<file path="src/rtl/mul_ctrl_dp.sv">
// Repeated-addition multiplier: control FSM and accumulator datapath that
// iterates with an external registered zero-detect stage on cnt_out.
module mul_ctrl_dp #(
    parameter int WIDTH = 16
) (
    input  logic               clk,
    input  logic               rst_n,
    input  logic               start,
    input  logic [WIDTH-1:0]   a_in,
    input  logic [WIDTH-1:0]   b_in,
    input  logic               eqz,
    input  logic               neqz,
    output logic [WIDTH-1:0]   cnt_out,
    output logic [2*WIDTH-1:0] product,
    output logic               busy,
    output logic               done,
    output logic               err
);

    typedef enum logic [1:0] {
        ST_IDLE = 2'd0,
        ST_WAIT = 2'd1,
        ST_TEST = 2'd2,
        ST_DONE = 2'd3
    } state_t;

    state_t             state_r, state_s;
    logic [WIDTH-1:0]   a_r, a_s;
    logic [WIDTH-1:0]   b_r, b_s;
    logic [2*WIDTH-1:0] p_r, p_s;
    logic               err_r, err_s;
    logic               busy_r, done_r;

    // Next-state and datapath update for every control state
    always_comb begin
        state_s = state_r;
        a_s     = a_r;
        b_s     = b_r;
        p_s     = p_r;
        err_s   = err_r;
        case (state_r)
            ST_IDLE, ST_DONE: begin
                // DONE also accepts start so back-to-back operations have no bubble
                if (start) begin
                    a_s     = a_in;
                    b_s     = b_in;
                    p_s     = {(2*WIDTH){1'b0}};
                    err_s   = 1'b0;
                    state_s = ST_WAIT;
                end else begin
                    state_s = ST_IDLE;
                end
            end
            ST_WAIT: begin
                state_s = ST_TEST;
            end
            ST_TEST: begin
                if (eqz == neqz) begin
                    err_s   = 1'b1;
                    state_s = ST_DONE;
                end else if (eqz) begin
                    state_s = ST_DONE;
                end else begin
                    p_s     = p_r + {{WIDTH{1'b0}}, a_r};
                    b_s     = b_r - {{(WIDTH-1){1'b0}}, 1'b1};
                    state_s = ST_WAIT;
                end
            end
            default: begin
                state_s = ST_IDLE;
            end
        endcase
    end

    // State, datapath and registered status outputs
    always_ff @(posedge clk or negedge rst_n) begin
        if (!rst_n) begin
            state_r <= ST_IDLE;
            a_r     <= {WIDTH{1'b0}};
            b_r     <= {WIDTH{1'b0}};
            p_r     <= {(2*WIDTH){1'b0}};
            err_r   <= 1'b0;
            busy_r  <= 1'b0;
            done_r  <= 1'b0;
        end else begin
            state_r <= state_s;
            a_r     <= a_s;
            b_r     <= b_s;
            p_r     <= p_s;
            err_r   <= err_s;
            busy_r  <= (state_s != ST_IDLE);
            done_r  <= (state_s == ST_DONE);
        end
    end

    assign cnt_out = b_r;
    assign product = p_r;
    assign busy    = busy_r;
    assign done    = done_r;
    assign err     = err_r;

endmodule

</file>
<file path="config.mk">
export PLATFORM = sky130hd
export DESIGN_NAME = mul_ctrl_dp
export DESIGN_NICKNAME = d
export VERILOG_FILES = /design/src/rtl/mul_ctrl_dp.sv
export SDC_FILE = /design/constraint.sdc
export NUM_CORES = 1
export LEC_CHECK = 0
export ABC_AREA = 1
export CAP_MARGIN = 10
export CORE_ASPECT_RATIO = 1.5
export CORE_MARGIN = 3
export CORE_UTILIZATION = 45
export CTS_BUF_LIST = sky130_fd_sc_hd__clkbuf_2
export CTS_CLUSTER_DIAMETER = 100
export CTS_CLUSTER_SIZE = 30
export DETAILED_ROUTE_END_ITERATION = 12
export HOLD_SLACK_MARGIN = 0.08
export PLACE_DENSITY = 0.7
export SLEW_MARGIN = 30
export SYNTH_ARGS = -nofsm -noshare
export SYNTH_HDL_FRONTEND = slang
export SYNTH_SLANG_ARGS = --single-unit
</file>
<file path="constraint.sdc">
create_clock -name clk -period 3.2 [get_ports clk]
set_input_delay 0.64 -clock clk [delete_from_list [all_inputs] [get_ports clk]]
set_output_delay 0.64 -clock clk [all_outputs]
set_load 0.05 [all_outputs]
</file>
== Word-level counts from Yosys, hierarchy flattened ==
Cells that the tools add are included.
Widths: inputs -> output; s select.

* Equal/unequal tests: 9
* Multiplexer cells: 15
* Add/sub/neg operators: 2
* Reductions and logical operators: 7

{| class="wikitable"
|+ Operators with widths
! cell !! number
|-
| $mux 32 || 3
|-
| $pmux 32 s2 || 1
|-
| $mux 16 || 3
|-
| $add 32x16->32 || 1
|-
| $pmux 16 s2 || 1
|-
| $sub 16x1->16 const B || 1
|-
| $ne 2x2->1 const B || 4
|-
| $eq 2x2->1 const B || 3
|-
| $pmux 2 s3 || 1
|-
| $mux 2 || 2
|-
| $reduce_and 4->1 || 1
|-
| $reduce_bool 2->1 || 2
|-
| $mux 1 || 3
|-
| $reduce_and 3->1 || 1
|-
| $eq 2x1->1 const B || 1
|-
| $logic_not 2->1 || 1
|-
| $pmux 1 s2 || 1
|-
| $reduce_and 2->1 || 1
|-
| $reduce_or 2->1 || 1
|-
| $eq 1x1->1 || 1
|}

* Bits of input ports: 37
* Register bits after elaboration: 69
* Output and inout port bits: 51

== Depth between registers and ports, before layout ==
Gate-level depths: netlist (run 1).

* Depth in word-level cells: 4
* Gate-level depth with buffers: 14
* Mapped depth without buffers: 14

== Least setup slack after synthesis (run 1) ==
OpenSTA, ideal clock, no wires.

* Path type: register to register
* Start point: register p_r[0], in the netlist product[0]
* End point: register p_r[20], in the netlist product[20]
* Path slack: 1032 ps
* Cell stages (with the launch flop): 13
* Data arrival time: 2047 ps
* Buffers on the path: 0
* Cells stage by stage: dfrtp_1 -> ha_1 -> inv_1 -> fa_1 -> inv_1 -> nand2_1 -> nand2_1 -> and2_1 -> nand3b_1 -> nand3_1 -> nand3_1 -> nand2_1 -> nor2_1

* Cells in the longest elaborated chain, start to end: 4

{| class="wikitable"
|+ RTL lines
! item !! RTL line !! RTL
|-
| start, declared || 30 || <nowiki>logic [2*WIDTH-1:0] p_r, p_s;</nowiki>
|-
| start signal, assigned || 81 || <nowiki>p_r <= {(2*WIDTH){1'b0}};</nowiki>
|-
| start signal, assigned || 89 || <nowiki>p_r <= p_s;</nowiki>
|-
| $add 32x16->32 || 64 || <nowiki>p_s = p_r + {{WIDTH{1'b0}}, a_r};</nowiki>
|-
| $mux 32 || 61 || <nowiki>end else if (eqz) begin</nowiki>
|-
| $mux 32 || 58 || <nowiki>if (eqz == neqz) begin</nowiki>
|-
| $pmux 32 s2 || 41 || <nowiki>case (state_r)</nowiki>
|}

Every way passes these cells. The select of a mux whose other input is x is not followed.
A chain may end at the register's enable or synchronous reset.

== Final worst setup path (run 1) ==
* Start point: register p_r[19], in the netlist product[19]
* End point: output product[19]

{| class="wikitable"
|+ RTL lines
! item !! RTL line !! RTL
|-
| end, declared || 14 || <nowiki>output logic [2*WIDTH-1:0] product,</nowiki>
|}

No word-level cell between the ends.

==> out/results.ini, run 1 <==
[die]
die_height_um = 130
dieArea_mm2 = 0.0116
start_util_pct = 47.0
core_mm2 = 0.00985
die_x_um = 88.8
pin_count = 88
placementRows = 44

[worst_setup_path]
critical_path.top_delay_family = buffers and inverters
worst-path-stages = 1
crit_path_end = product[19]
critical_path_class = flip-flop to output pin
crit_start = product[19]$_DFFE_PN0P_
ff2ff_setup_slack_ns = 0.76
cp_num_buf_inv = 1
path_max_fanout = 7
critPathMaxStageDelay_ns = 0.87
rr_worst_depth = 10
end_kind = output pin
crit_required_ns = 2.56
critPathArrivalTime_ns = 1.92
r2r_end = product[26]$_DFFE_PN0P_
reg2reg_from = state_r[0]$_DFF_PN0_
path_cells = clkdlybuf4s50_1
critical-path-slowest-cell = clkdlybuf4s50_1
start_kind = flip-flop

[timing]
setup_tns_ns = 0
rsz0062_at_grt = false
hold_ws_ns = 0.530
period_minus_slack_ns = 2.56
finClkSkew_ns = 0.0289
setup_slack_ns = 0.637
slew-limit-headroom_pct = 59.5
timing.final.crit_share_pct = 80.1
final_hold_viol_count = 0
maxSlewViolCount = 0
setup-violations-final = 0
tightest_slew_ns = 0.607
max_freq_mhz = 390

[synthesis]
synth_area_leaders = dfrtp_1 (37%), nand2_1 (17%), inv_1 (8.2%)
synth_top_area_share_pct = 37.3
synth.distinct_cells = 34
synth_flop_cell = dfrtp_1
syn_avg_cell_area_um2 = 6.89
yosys_warnings = 0
syn_inst = 672
syn_area_mm2 = 0.00463
synth-edff-count = 0
synth_seq_cells = 69
yosysTopAreaCell = dfrtp_1
syn-num-nets = 730
async_flop_share_pct = 100
synth-seq-area-share_pct = 37.3

[placement]
place.gp.congestion = 0.905
dp_hpwl_mm = 9.61
place_ws_ns = 0.312
io_buffers = 87

[clocking]
clock_sinks = 69
clkLatencyLatePin_ns = 0.53
path_clk_slew_ns = 0.21
htreeDepth = 3
cts_tree = done
cts_buffer_depth = 2
cts_buffers = 9
postCtsSetupBuffers = 0
cts_resized = 0
cts-root-buf = clkbuf_2

[global_routing]
antenna_found_initial = 1
grt-ovfl-total = 0
grt_pass1_vias = 4526
grt_max_degree = 32
gr-usage-all-layers_pct = 22.7
grt_pass1_wl_mm = 20.5

[power_and_ir_drop]
p_leak_nw = 2.92
p_per_area_mw_per_mm2 = 706
sequentialPowerShare_pct = 32.2
intPower_mw = 1.99
total_power_mw = 4.02
ir_drop_v = 0.000295
swShare_pct = 50.4
p_sw_mw = 2.03
combPwrFrac_pct = 57.2
power.share.clock_pct = 10.6

[run]
drv_cap = 0

[drt]
detail_route.wirelength_mm = 12.4
vias = 4562
dr.pass1.iters = 5
drtAntennaViolNets = 0
post_drt_wl_per_cell_um = 14.0
drtIter0Drc = 171
drc = 0
via_per_inst = 5.16

[final_layout]
finalNetCount = 821
layout_commonest_cell = nand2_1
n_fill_cell = 963
drive_gt1_share_pct = 6.38
seq_area_mm2 = 0.00173
final_cell_mix = nand2_1 (209), inv_1 (101), clkdlybuf4s50_1 (86)
area_growth_syn_to_layout_pct = 23.0
multiInputGateArea_mm2 = 0.00244
post-route-util_pct = 57.8

[status]
status = finished, final reports clean

[hold_path]
hp-class = flip-flop to flip-flop

## metrics by stage
stage,instances,area [um2]
after floorplan,672,4630
after global placement,866,5600
after detailed placement,866,5600
after CTS,883,5690
after global routing,884,5690
final,884,5690
## power groups by stage
stage	registers, mW	clock network [mW]	logic, mW
finish	1.29	0.424	2.30
global route	1.33	0.487	2.56
detailed placement	1.31	0	2.30
floorplan	1.74	0	1.23
CTS	1.29	0.444	2.32
global placement	1.30	0	2.26
## area by class of cell
cell class	instances	share of cell area, %
clock inverter	5	0.484
multi-input combinational	487	42.9
clock buffer	11	0.967
timing repair buffer	92	15.9
sequential	69	30.3
inverter	104	6.86
tap	115	2.53
antenna	1	0.0440
## synthesized netlist by cell type (2+ instances only)
cell / instances
a31oi_1: 2
o22ai_1: 8
o211ai_1: 3
nor2_1: 80
buf_6: 2
o21ai_0: 30
nor2_2: 2
nand4_1: 6
ha_1: 20
inv_1: 101
and2_1: 2
inv_2: 3
a21oi_1: 34
mux2_2: 15
buf_2: 5
nand2_2: 2
nand3_1: 48
nor3_1: 4
nand2_1: 209
xor2_1: 3
dfrtp_1: 69
clkbuf_1: 4
nand2_4: 4
o21ai_1: 5
nand3b_1: 2
## timing repair
action	in CTS	in global routing
hold buffers	1	0
endpoints found under the hold margin	3	0
setup endpoints to repair	0	0
## routing by layer
layer / wire [um] / up-vias / GRT usage, %
met3: 594 / 25 / 4.04
met1: 5140 / 2111 / 27.0
met5: 0 / - / 0
met2: 6290 / 118 / 39.8
li1: - / 2308 / -
met4: 334 / 0 / 9.07
## sequential cells by signal (all words and copies together), names as in the netlist
| register | flops |
|---|---|
| err | 1 |
| a_r | 16 |
| cnt_out | 16 |
| done | 1 |
| busy | 1 |
| product | 32 |
| state_r | 2 |
## worst min-delay path by stage
| stage | startpoint | end | slack [ns] | cells after the start |
|---|---|---|---|---|
| after detailed placement | err$_DFFE_PN0P_ | err$_DFFE_PN0P_ | 0.49 | 2 |
| final | err$_DFFE_PN0P_ | err$_DFFE_PN0P_ | 0.53 | 2 |
| after CTS | err$_DFFE_PN0P_ | err$_DFFE_PN0P_ | 0.53 | 2 |
| after global placement | err$_DFFE_PN0P_ | err$_DFFE_PN0P_ | 0.48 | 2 |
| after floorplan | rst_n | a_r[0]$_DFFE_PN0P_ | 0.34 | 0 |
| after global routing | a_r[13]$_DFFE_PN0P_ | a_r[13]$_DFFE_PN0P_ | 0.56 | 1 |
## cell families (layout without fill, tap and decap cells)
| logic type | Yosys count | count (layout) | synth area share, % |
|---|---|---|---|
| flops | 69 | 69 | 37.3 |
| simple gates | 363 | 363 | 32.8 |
| mux | 15 | 15 | 3.65 |
| xor+xnor | 4 | 4 | 0.757 |
| compound gates | 84 | 84 | 9.71 |
| fa+ha+maj | 21 | 21 | 5.84 |
| other cells | 0 | 1 | 0 |
| buf+inv | 116 | 212 | 9.95 |
## worst reg2reg max path: cells and delay by family (launching register included)
family                   cells  cell delay [ns]
AND/OR/NAND/NOR              6             0.90
flip-flops                   1             0.39
buffers and inverters        2             0.50
AO/OA/AOI/OAI                1             0.17
adder cells (fa/ha/maj)      1             0.37
Power figures use the tool's default switching activity.
==> run 2, diff against run 1 <==
clock period = 2.6 ns   (was 3.2 ns; I/O delays follow)
==> run 2 against run 1 <==
Against the previous run:
- cell area is 0.62% higher
- utilization is 0.36 points higher
- combinational power is 25% higher
- clock power is 24% higher
- total power is 24% higher
- critical path type unchanged
- routed wire length is 0.23% higher
- final cell count is 0.34% higher
- worst setup slack worse by 0.48 ns
==> out/results.ini, run 2 (synthesized netlist as in run 1, its figures left out) <==
[final_layout]
finalNetCount = 824  ; +0.37%
final_cell_mix = nand2_1 (209), inv_1 (101), clkdlybuf4s50_1 (86)
layoutNonFillerInstCount = 887  ; +0.34%
largest_register_ffs = 32  ; unchanged
drive_gt1_share_pct = 6.61  ; +0.23 points
area_growth_syn_to_layout_pct = 23.8
fin_area_mm2 = 0.00573  ; +0.62%
layout_commonest_cell = nand2_1

[placement]
place.gp.congestion = 0.938  ; +3.7%
place_area_mm2 = 0.00563  ; +0.63%
dp.cells = 869  ; +0.35%
io_buffers = 87  ; unchanged
dp_hpwl_mm = 9.52  ; -0.98%

[global_routing]
gr-usage-all-layers_pct = 22.3  ; -0.34 points
antenna_found_initial = 0  ; -1
grt_max_degree = 70  ; +120%
grt-ovfl-total = 0  ; unchanged
gr-max-usage-layer = met2
grt_pass1_vias = 4411  ; -2.5%
met2_usage_pct = 39.0  ; -0.74 points
grtUsageMet3_pct = 2.97  ; -1.1 points
grt_pass1_wl_mm = 20.3  ; -0.84%
use_met1_pct = 26.9  ; -0.062 points

[timing]
setup-violations-final = 0  ; unchanged
rsz0062_at_grt = false
setup_tns_ns = 0  ; unchanged
timing.final.crit_share_pct = 94.0
maxSlewViolCount = 0  ; unchanged
slew-limit-headroom_pct = 63.5  ; +4.0 points
finClkSkew_ns = 0.0314  ; +0.00255 ns
final_hold_viol_count = 0  ; unchanged
period_minus_slack_ns = 2.44
tightest_slew_ns = 0.545  ; -0.0620 ns
max_freq_mhz = 409

[power_and_ir_drop]
p_per_area_mw_per_mm2 = 870  ; +23%
p_leak_nw = 2.94  ; +0.72%
combPwrFrac_pct = 57.6  ; +0.4 points
power.share.clock_pct = 10.5  ; about the same
p_sw_mw = 2.50  ; +24%
sequentialPowerShare_pct = 31.9  ; -0.3 points
ir_drop_v = 0.000420  ; +42%
swShare_pct = 50.2  ; -0.19 points
intPower_mw = 2.48  ; +25%
total_power_mw = 4.98  ; +24%

[clocking]
htreeDepth = 3  ; unchanged
path_clk_slew_ns = 0.20  ; about the same
cts_buffers = 9  ; unchanged
cts_tree = done
clkLatencyLatePin_ns = 0.54  ; about the same
postCtsSetupBuffers = 0  ; unchanged
cts_buffer_depth = 2  ; unchanged
cts-root-buf = clkbuf_2
clock_sinks = 69  ; unchanged

[worst_setup_path]
end_kind = output pin
path_max_fanout = 7  ; unchanged
critPathArrivalTime_ns = 1.92  ; about the same
crit_required_ns = 2.08  ; -0.48 ns
cp_num_buf_inv = 1  ; unchanged
worst-path-stages = 1  ; unchanged
critical-path-slowest-cell = clkdlybuf4s50_1
critical_path.top_delay_family = buffers and inverters
path_cells = clkdlybuf4s50_1
rr_worst_depth = 12  ; +2
critical_path_class = flip-flop to output pin
critPathMaxStageDelay_ns = 0.86  ; about the same
start_kind = flip-flop
ff2ff_setup_slack_ns = 0.44  ; -0.32 ns

[die]
die_x_um = 88.8  ; unchanged
placementRows = 44  ; unchanged
dieArea_mm2 = 0.0116  ; unchanged
core_mm2 = 0.00985  ; unchanged
pin_count = 88  ; unchanged
die_height_um = 130  ; unchanged
start_util_pct = 47.0  ; unchanged

[drt]
vias = 4550  ; -0.26%
detail_route.wirelength_mm = 12.4  ; +0.23%
drtAntennaViolNets = 0  ; unchanged
drc = 0  ; unchanged
post_drt_wl_per_cell_um = 14.0  ; -0.11%
via_per_inst = 5.13  ; -0.60%
dr.pass1.iters = 6  ; +1
drtIter0Drc = 216  ; +26%

[run]
drv_cap = 0  ; unchanged

[status]
status = finished, final reports clean

[hold_path]
hp-class = primary input to async pin

run 2: changes by cell type in the layout (fill, tap and decap cells not counted):
cell	change
clkinvlp_4	-1
buf_4	+2
clkinv_4	+1
clkinv_2	-1
buf_12	+1
clkinv_1	+1
run 2: through the flow:
stage	worst slack [ns]	util (%)	hold WS [ns]
after floorplan	0.432	-	0.224
after global placement	0.234	57.2	0.482
after detailed placement	0.154	57.2	0.485
after CTS	0.134	58.1	0.515
after global routing	0.0807	58.1	0.526
final	0.155	58.1	0.505
run 2: final timing paths:
check,end,start
hold / removal,cnt_out[1]$_DFFE_PN0P_,rst_n
setup reg to reg,product[20]$_DFFE_PN0P_,product[0]$_DFFE_PN0P_
max in group asynchronous,a_r[11]$_DFFE_PN0P_,rst_n
hold reg to reg,err$_DFFE_PN0P_,err$_DFFE_PN0P_
min in group clk,err$_DFFE_PN0P_,err$_DFFE_PN0P_
setup / recovery,product[19],product[19]$_DFFE_PN0P_
run 2: metal layers:
metal	vias to the layer above	share of wire, %
met2	119	51
met3	27	4.5
li1	2320	-
met4	0	2.8
met5	-	0
met1	2084	42
run 2: final cells by class:
cell class / instances / area [um2]
repair buffers: 95 / 941
well taps: 115 / 144
clock inverters: 5 / 27.5
fillers: 973 / 4130
diodes: 1 / 2.50
flip-flops and latches: 69 / 1730
inverters: 104 / 390
clock buffers: 11 / 55.1
multi-input cells: 487 / 2440
run 2: power groups by stage:
stage | Sequential [mW] | Combinational, mW | Clock (mW)
2_1_floorplan | 2.15 | 1.52 | 0
3_3_place_gp | 1.60 | 2.81 | 0
3_5_place_dp | 1.61 | 2.87 | 0
4_1_cts | 1.59 | 2.88 | 0.534
5_1_grt | 1.63 | 3.19 | 0.580
6_report | 1.59 | 2.87 | 0.524
run 2: repair_timing:
action | CTS | global route
hold endpoints to repair | 69 | 0
hold buffers | 1 | 0
gates resized for setup | 0 | 0
